<file path="src/rtl/aes_pkg.sv">
`default_nettype none
// ============================================================================
//  Module   : aes_pkg
//  Purpose  : Shared types and encodings for the AES-128 round sequencer.
//             - controller state enumeration
//             - AddRoundKeys source-mux encodings
//             - number of rounds for AES-128
//             - 132-bit datapath word {tag[3:0], state[127:0]}
//  Revision : 1.0  initial release
// ============================================================================
package aes_pkg;

   localparam int NUM_ROUNDS_128 = 10;

   typedef enum logic [2:0] {
      S_IDLE  = 3'd0,
      S_KEY   = 3'd1,
      S_ARK   = 3'd2,
      S_SUB   = 3'd3,
      S_SHIFT = 3'd4,
      S_MIX   = 3'd5,
      S_DONE  = 3'd6
   } aes_state_t;

   // AddRoundKeys input select; encoding 2'd1 is reserved
   localparam logic [1:0] SRC_IN = 2'd0;
   localparam logic [1:0] SRC_SR = 2'd2;
   localparam logic [1:0] SRC_MC = 2'd3;

   typedef struct packed {
      logic [3:0]   tag;
      logic [127:0] state;
   } aes_word_t;

endpackage
`default_nettype wire

</file>
<file path="src/rtl/aes_round_ctrl.sv">
`default_nettype none
// ============================================================================
//  Module   : aes_round_ctrl
//  Purpose  : Sequencing FSM for the AES-128 encryption datapath. Steps one
//             block through the initial AddRoundKeys, rounds 1..NUM_ROUNDS-1
//             (Sub/Shift/Mix/ARK) and the final round (no MixColumns),
//             fetching each round key over a req/valid handshake.
//  Ports    : clk        system clock, rising edge
//             n_rst      asynchronous active-low reset
//             start      begin a block (sampled in IDLE only)
//             abort      cancel operation in progress
//             key_valid  requested round key is stable
//             key_req    round key request
//             key_round  index of requested round key
//             sub_en / shift_en / mix_en / ark_en  stage load enables
//             src_sel    AddRoundKeys input mux select
//             round      round tag for data bits [131:128]
//             busy       high in every state except IDLE
//             done       one-cycle pulse, ciphertext available
//  Revision : 1.0  initial release
// ============================================================================
module aes_round_ctrl
   import aes_pkg::*;
#(
   parameter int NUM_ROUNDS = NUM_ROUNDS_128,
   parameter int ROUND_W    = 4
)(
   input  logic               clk,
   input  logic               n_rst,
   input  logic               start,
   input  logic               abort,
   input  logic               key_valid,
   output logic               key_req,
   output logic [ROUND_W-1:0] key_round,
   output logic               sub_en,
   output logic               shift_en,
   output logic               mix_en,
   output logic               ark_en,
   output logic [1:0]         src_sel,
   output logic [ROUND_W-1:0] round,
   output logic               busy,
   output logic               done
);

   localparam logic [ROUND_W-1:0] LAST_ROUND = ROUND_W'(NUM_ROUNDS);
   localparam logic [ROUND_W-1:0] ROUND_ONE  = ROUND_W'(1);

   aes_state_t         state;
   aes_state_t         next_state;
   logic [ROUND_W-1:0] round_cnt;
   logic [ROUND_W-1:0] round_nxt;

   // ------------------------------------------------------------------------
   // State and round counter registers
   // ------------------------------------------------------------------------
   always_ff @(posedge clk or negedge n_rst) begin
      if (!n_rst) begin
         state     <= S_IDLE;
         round_cnt <= '0;
      end else begin
         state     <= next_state;
         round_cnt <= round_nxt;
      end
   end

   // ------------------------------------------------------------------------
   // Next-state and Moore outputs
   // ------------------------------------------------------------------------
   always_comb begin
      next_state = state;
      round_nxt  = round_cnt;
      key_req    = 1'b0;
      key_round  = '0;
      sub_en     = 1'b0;
      shift_en   = 1'b0;
      mix_en     = 1'b0;
      ark_en     = 1'b0;
      src_sel    = SRC_IN;
      busy       = 1'b1;
      done       = 1'b0;

      unique case (state)
         S_IDLE: begin
            busy = 1'b0;
            // start together with abort is treated as no request at all
            if (start && !abort) begin
               next_state = S_KEY;
            end
         end

         S_KEY: begin
            key_req   = 1'b1;
            key_round = round_cnt;
            if (key_valid) begin
               next_state = S_ARK;
            end
         end

         S_ARK: begin
            ark_en = 1'b1;
            if (round_cnt == '0) begin
               src_sel = SRC_IN;
            end else if (round_cnt == LAST_ROUND) begin
               src_sel = SRC_SR;
            end else begin
               src_sel = SRC_MC;
            end
            if (round_cnt == LAST_ROUND) begin
               next_state = S_DONE;
            end else begin
               // the round tag advances here so it stays constant from
               // SUB through the ARK of the new round
               next_state = S_SUB;
               round_nxt  = round_cnt + ROUND_ONE;
            end
         end

         S_SUB: begin
            sub_en     = 1'b1;
            next_state = S_SHIFT;
         end

         S_SHIFT: begin
            shift_en   = 1'b1;
            // the final round skips MixColumns and goes straight to its key
            next_state = (round_cnt == LAST_ROUND) ? S_KEY : S_MIX;
         end

         S_MIX: begin
            mix_en     = 1'b1;
            next_state = S_KEY;
         end

         S_DONE: begin
            done       = 1'b1;
            next_state = S_IDLE;
         end

         default: begin
            next_state = S_IDLE;
         end
      endcase

      // abort wins over key_valid and over the DONE pulse's successor
      if (abort && (state != S_IDLE)) begin
         next_state = S_IDLE;
      end

      // every path back to IDLE clears the round tag
      if (next_state == S_IDLE) begin
         round_nxt = '0;
      end
   end

   assign round = round_cnt;

   // ------------------------------------------------------------------------
   // Invariants
   // ------------------------------------------------------------------------
   a_round_range : assert property (@(posedge clk) disable iff (!n_rst)
      round_cnt <= LAST_ROUND);

   a_enable_onehot : assert property (@(posedge clk) disable iff (!n_rst)
      $onehot0({sub_en, shift_en, mix_en, ark_en}));

endmodule
`default_nettype wire

</file>
<file path="config.mk">
export PLATFORM = sky130hd
export DESIGN_NAME = aes_round_ctrl
export DESIGN_NICKNAME = d
export VERILOG_FILES = /design/src/rtl/aes_pkg.sv /design/src/rtl/aes_round_ctrl.sv
export SDC_FILE = /design/constraint.sdc
export NUM_CORES = 1
export LEC_CHECK = 0
export ABC_AREA = 1
export ABC_CLOCK_PERIOD_IN_PS = 1940
export CORE_AREA = 2 2 39 41
export CTS_BUF_LIST = sky130_fd_sc_hd__clkbuf_2 sky130_fd_sc_hd__clkbuf_4 sky130_fd_sc_hd__clkbuf_8
export DETAILED_ROUTE_END_ITERATION = 6
export DIE_AREA = 0 0 41 43
export PLACE_DENSITY = 0.82
export SLEW_MARGIN = 15
export SYNTH_ARGS = -nofsm -noshare
export SYNTH_HDL_FRONTEND = slang
export SYNTH_SLANG_ARGS = --single-unit
</file>
<file path="constraint.sdc">
create_clock -name clk -period 1.94 [get_ports clk]
set_clock_uncertainty 0.15 [all_clocks]
set_input_delay 0.194 -clock clk [delete_from_list [all_inputs] [get_ports clk]]
set_output_delay 0.194 -clock clk [all_outputs]
set_load 0.005 [all_outputs]
</file>
==> impl_metrics.csv, run 1 <==
group,metric,value,unit
routing,drtAntennaViolNets,0,
synth,synth.most_common_cell,"nand2_1",
clock_tree,htreeDepth,1,
grt,grt_pass1_wl,2.26,mm
pwr,peakVddDrop,574,uV
die,chipHeight,43,um
synth,synth_top_area_share,33.7,%
synth,synth_flop_cell,"dfrtp_1",
clock_tree,cts.clk_slew.worst_paths,0.05,ns
clock_tree,cts_tree,"done",
critical_path,reg2reg_from,"state[1]",
synth,synth_area_leader_cell,"dfrtp_1",
synth,ys_seq_area_share,33.7,%
run,max_cap_viol_count,0,
synth,synth_cell_types,15,
clock_tree,cts_sinks,7,
placed_design,gp_congestion,0.821,
final_layout,drive_gt1_share,27.0,%
synth,syn_inst,77,
routing,drt-pass1-iter-count,4,
synth,syn_avg_cell_area,6.76,sq um
synth,synth_area,520,sq um
critical_path,start_kind,"flop",
die,fp.dieW,41,um
grt,grt_pass1_vias,583,
critical_path,cp.required,1.60,ns
timing,layout_setup_ws,0.0522,ns
placed_design,portBuffers,21,
status,status,"finished, final reports clean",
placed_design,place_ws,0.111,ns
timing,holdWs,0.0559,ns
timing,hold_viol,0,
pwr,power.density,1200,nW/um^2
routing,routed_wirelength,1.47,mm
critical_path,r2r-end,"round[1]",
pwr,power.total,1.06,mW
routing,post_drt_wl_per_cell,11.6,um
synth,synthTopCellsByArea,"dfrtp_1 (34%), nand2_1 (12%), nor2_1 (9.4%), inv_1 (8.7%), a21oi_1 (7.7%)",
die,ios,22,
grt,grt_max_degree,8,
critical_path,worst-r2r-setup-slack,0.30,ns
critical_path,crit_fanout,4,
synth,synthArstFlopShare,100,%
die,die-area,1760,sq um
synth,syn-num-nets,85,
critical_path,reg2reg_depth,9,
routing,via_per_inst,4.87,
die,coreArea,1380,sq um
timing,maxSlewHeadroom,78.8,%
worst_hold_path,hold_class,"input port to asynchronous set/reset pin",
timing,worstMarginPinSlew,0.318,ns
clock_tree,cts-root-buf,"clkbuf_4",
synth,synth_edf_count,0,
final_layout,fin_util,63.8,%
routing,dr_total_vias,619,
die,start_util,37.6,%
grt,grt_util_all_layers,18.5,%
final_layout,diodes,0,
synth,yosys_warnings,0,
timing,fin_crit,1.89,ns
clock_tree,clk_latency,0.25,ns
grt,grt_overflow,0,
timing,fin_crit_sh,97.3,%
synth,synth_commonest_cells,"nand2_1 (16), nor2_1 (13), inv_1 (12), a21oi_1 (8), dfrtp_1 (7)",
clock_tree,cts_buffer_depth,2,
critical_path,critPathKind,"flop to output port",
placed_design,dp_hpwl,1.00,mm
clock_tree,holdBufCountCts,0,
timing,setup_viol,0,
pwr,p_leak,0.520,nW
routing,first_iter_violations,21,
timing,slew_viol_final,0,
final_layout,syn_to_final_growth,69.7,%
critical_path,end_kind,"output port",
critical_path,arrival,1.54,ns
synth,synth-seq-cells,7,
timing,fmax,530,MHz
final_layout,nNetsFinal,120,
die,rows,14,
grt,antenna_found_initial,0,
clock_tree,cts_made_buffers,3,
routing,drc_errors,0,
==> report_power, final <==
part / switching, mW / leakage [nW] / internal (mW)
Clock: 0.0498 / 0.0184 / 0.0922
Combinational: 0.355 / 0.410 / 0.318
Sequential: 0.0575 / 0.0910 / 0.188
Total: 0.462 / 0.520 / 0.598
==> worst max path at each step <==
stage	cells past startpoint	from	to
3_3_place_gp	5	state[0]	key_round[0]
6_report	3	state[0]	shift_en
3_5_place_dp	5	state[0]	key_round[0]
4_1_cts	4	state[2]	shift_en
5_1_grt	3	state[0]	shift_en
2_1_floorplan	8	round[0]	round[0]
==> placed cells by master (no fill, tap or decap), types with 2 or more instances in the layout <==
cell type         n
inv_2             4
clkdlybuf4s50_1  13
nor2_1           12
xor2_1            2
a21oi_1           8
dlygate4sd2_1     2
buf_4             9
dfrtp_2           3
inv_1            10
dfrtp_1           4
nand2_1          16
dlymetal6s2s_1    5
nand3_1           4
ha_1              3
clkbuf_4          4
==> routing by layer <==
| metal | part of all wire (%) | GRT usage [%] |
|---|---|---|
| met1 | 46 | 23.3 |
| met2 | 50 | 29.4 |
| met3 | 4.3 | 3.66 |
| met4 | 0 | 7.33 |
| met5 | 0 | 0 |
==> worst max-delay path, stage by stage, from the launching register on <==
cell             delay [ns]
dfrtp_2                0.41
buf_4                  0.16
nor3_2                 0.19
clkdlybuf4s50_1        0.53
==> per-stage QoR <==
step	instance area [sq um]	std cells	TNS [ns]
after floorplan	520	77	0
after global placement	758	115	0
after detailed placement	758	115	0
after CTS	867	127	0
after global routing	883	127	-0.0118
final	883	127	0
==> repair_timing <==
item                       in CTS  in global routing
hold endpoints to repair        0                  0
buffers inserted                8                  0
pin swaps                       2                  0
setup endpoints to repair       6                  8
gates resized for setup        12                  9
==> registers in the layout (all words and copies together), names as in the netlist <==
register / flops
round: 4
state: 3
==> cell families (layout without fill, tap and decap cells) <==
| logic type | count (synthesis) | after routing | share of synthesized area, % |
|---|---|---|---|
| DFF | 7 | 7 | 33.7 |
| buffers and inverters | 15 | 49 | 10.8 |
| adders and majority gates | 3 | 3 | 7.21 |
| AOI/OAI and AO/OA | 10 | 10 | 10.8 |
| xor gates and xnor gates | 2 | 2 | 3.37 |
| and+or+nand+nor | 40 | 40 | 34.1 |
==> final cells by class <==
cell class / count / area, sq um
clock buffers: 4 / 30.0
well taps: 16 / 20.0
repair buffers: 30 / 283
multi-input cells: 55 / 313
fillers: 122 / 500
flip-flops and latches: 7 / 179
inverters: 15 / 58.8
Note: power is estimated with default switching activity, not from simulation.
==> run 2: changes to the inputs <==
--- a/config.mk
+++ b/config.mk
@@ -6,12 +6,12 @@
 export NUM_CORES = 1
 export LEC_CHECK = 0
 export ABC_AREA = 1
-export ABC_CLOCK_PERIOD_IN_PS = 1940
-export CORE_AREA = 2 2 39 41
+export ABC_CLOCK_PERIOD_IN_PS = 2000
+export CAP_MARGIN = 20
+export CORE_UTILIZATION = 35
 export CTS_BUF_LIST = sky130_fd_sc_hd__clkbuf_2 sky130_fd_sc_hd__clkbuf_4 sky130_fd_sc_hd__clkbuf_8
 export DETAILED_ROUTE_END_ITERATION = 6
-export DIE_AREA = 0 0 41 43
-export PLACE_DENSITY = 0.82
+export PLACE_DENSITY = 0.75
 export SLEW_MARGIN = 15
 export SYNTH_ARGS = -nofsm -noshare
 export SYNTH_HDL_FRONTEND = slang
==> constraint.sdc (replaced) <==
create_clock -name clk -period 2 [get_ports clk]
set_clock_uncertainty 0.15 [all_clocks]
set_input_delay 0.2 -clock clk [delete_from_list [all_inputs] [get_ports clk]]
set_output_delay 0.2 -clock clk [all_outputs]
set_load 0.005 [all_outputs]
==> impl_metrics.csv, run 2 (same netlist as run 1, synthesis figures left out) <==
group,metric,value,unit
grt,grt_util_all_layers,19.7,%
timing,setup_viol,0,
placed_design,gp_congestion,0.778,
timing,slew_viol_final,0,
final_layout,final_cell_mix,"nand2_1 (16), clkdlybuf4s50_1 (15), nor2_1 (12)",
die,ios,22,
timing,fin_crit,1.88,ns
grt,grt_pass1_wl,2.06,mm
die,chipHeight,40.6,um
routing,first_iter_violations,4,
routing,post_drt_wl_per_cell,10.5,um
clock_tree,holdBufCountCts,0,
final_layout,seq_area,179,sq um
final_layout,layout_commonest_cell,"nand2_1",
placed_design,portBuffers,21,
final_layout,diodes,0,
clock_tree,cts_buffer_depth,2,
final_layout,nNetsFinal,116,
routing,via_per_inst,4.69,
die,coreArea,1350,sq um
routing,drtAntennaViolNets,0,
placed_design,place_ws,0.155,ns
die,die-area,1650,sq um
clock_tree,cts_made_buffers,3,
timing,worstMarginPinSlew,0.291,ns
timing,rsz0062_at_grt,"false",
clock_tree,cts-root-buf,"clkbuf_4",
pwr,peakVddDrop,835,uV
die,rows,13,
critical_path,arrival,1.53,ns
final_layout,largest_reg_flops,4,
clock_tree,cts_sinks,7,
pwr,p_leak,0.508,nW
timing,setup_tns,0,ns
timing,fin_crit_sh,94.2,%
die,start_util,38.6,%
grt,grt_pass1_vias,503,
critical_path,cp.required,1.65,ns
critical_path,crit_fanout,4,
final_layout,drive_gt1_share,22.4,%
clock_tree,htreeDepth,1,
routing,dr_total_vias,572,
timing,layout_setup_ws,0.117,ns
die,fp.dieW,40.6,um
routing,routed_wirelength,1.28,mm
grt,grt_overflow,0,
critical_path,reg2reg_depth,7,
timing,fmax,531,MHz
placed_design,dp_hpwl,962,um
critical_path,end_kind,"output port",
critical_path,critPathKind,"flop to output port",
status,status,"finished, final reports clean",
pwr,power.density,1130,nW/um^2
routing,drc_errors,0,
timing,hold_viol,0,
clock_tree,cts.clk_slew.worst_paths,0.05,ns
final_layout,syn_to_final_growth,64.7,%
clock_tree,clk_latency,0.24,ns
clock_tree,cts_tree,"done",
routing,drt-pass1-iter-count,4,
critical_path,start_kind,"flop",
worst_hold_path,hold_class,"input port to asynchronous set/reset pin",
grt,grt_max_degree,8,
timing,maxSlewHeadroom,80.5,%
run,max_cap_viol_count,0,
final_layout,fill_cells,127,
grt,antenna_found_initial,0,
final_layout,multi_input_area,308,sq um
-- run 2: cell count changes in the layout (fill, tap and decap cells not counted), sizes merged --
cell / before / now
dlygate4sd2: 2 / 0
clkbuf: 5 / 4
dlymetal6s2s: 5 / 6
buf: 9 / 5
clkdlybuf4s50: 13 / 15
-- run 2: cell type report --
| cell class | count | area share, % |
|---|---|---|
| Inverter | 15 | 6.86 |
| Timing Repair Buffer | 26 | 30.7 |
| Clock buffer | 4 | 3.50 |
| Tap cell | 15 | 2.19 |
| Sequential cell | 7 | 20.9 |
| Multi-Input combinational cell | 55 | 35.9 |
-- run 2: repair_timing --
action	in CTS	in global routing
endpoints found under the setup margin	6	7
hold endpoints to repair	0	0
buffers inserted	3	1
gates resized for setup	6	9
pin swaps	1	1
-- run 2: path summary, 6_finish.rpt --
path                                 end  startpoint  slack (ns)
worst max register to register  round[1]    state[1]        0.46
worst max-delay path            shift_en    state[0]        0.12
min in group clk                state[1]   key_valid        0.45
worst min-delay path            round[0]       n_rst        0.05
worst min register to register  round[0]    round[0]        0.53
max in group asynchronous       state[2]       n_rst        1.41
-- run 2: per-stage QoR --
step	hold slack (ns)	cells	utilization (%)	total power, mW	area [sq um]
after CTS	0.0564	121	61.3	0.941	827
final	0.0525	122	63.5	0.966	857
after floorplan	-0.246	77	-	0.532	520
after detailed placement	0.319	114	56.1	0.747	757
after global routing	0.0686	122	63.5	1.06	857
after global placement	0.320	114	56.1	0.746	757
-- run 2: worst max-delay path, stage by stage (launching register included) --
cell and delay [ns]:
dfrtp_2 0.41, buf_4 0.16, nor3_2 0.19, clkdlybuf4s50_1 0.53
-- run 2: report_power, final --
part	switching, mW	internal [mW]	total (mW)
registers	0.0491	0.183	0.232
logic	0.321	0.277	0.599
clock network	0.0466	0.0893	0.136
-- run 2: metal layers --
metal | GRT usage (%) | wire [um] | up-vias
met1 | 26.7 | 596 | 251
met4 | 12.5 | 41 | 0
met2 | 27.8 | 587 | 17
li1 | - | - | 298
met3 | 4.44 | 59 | 6
met5 | 0 | 0 | -
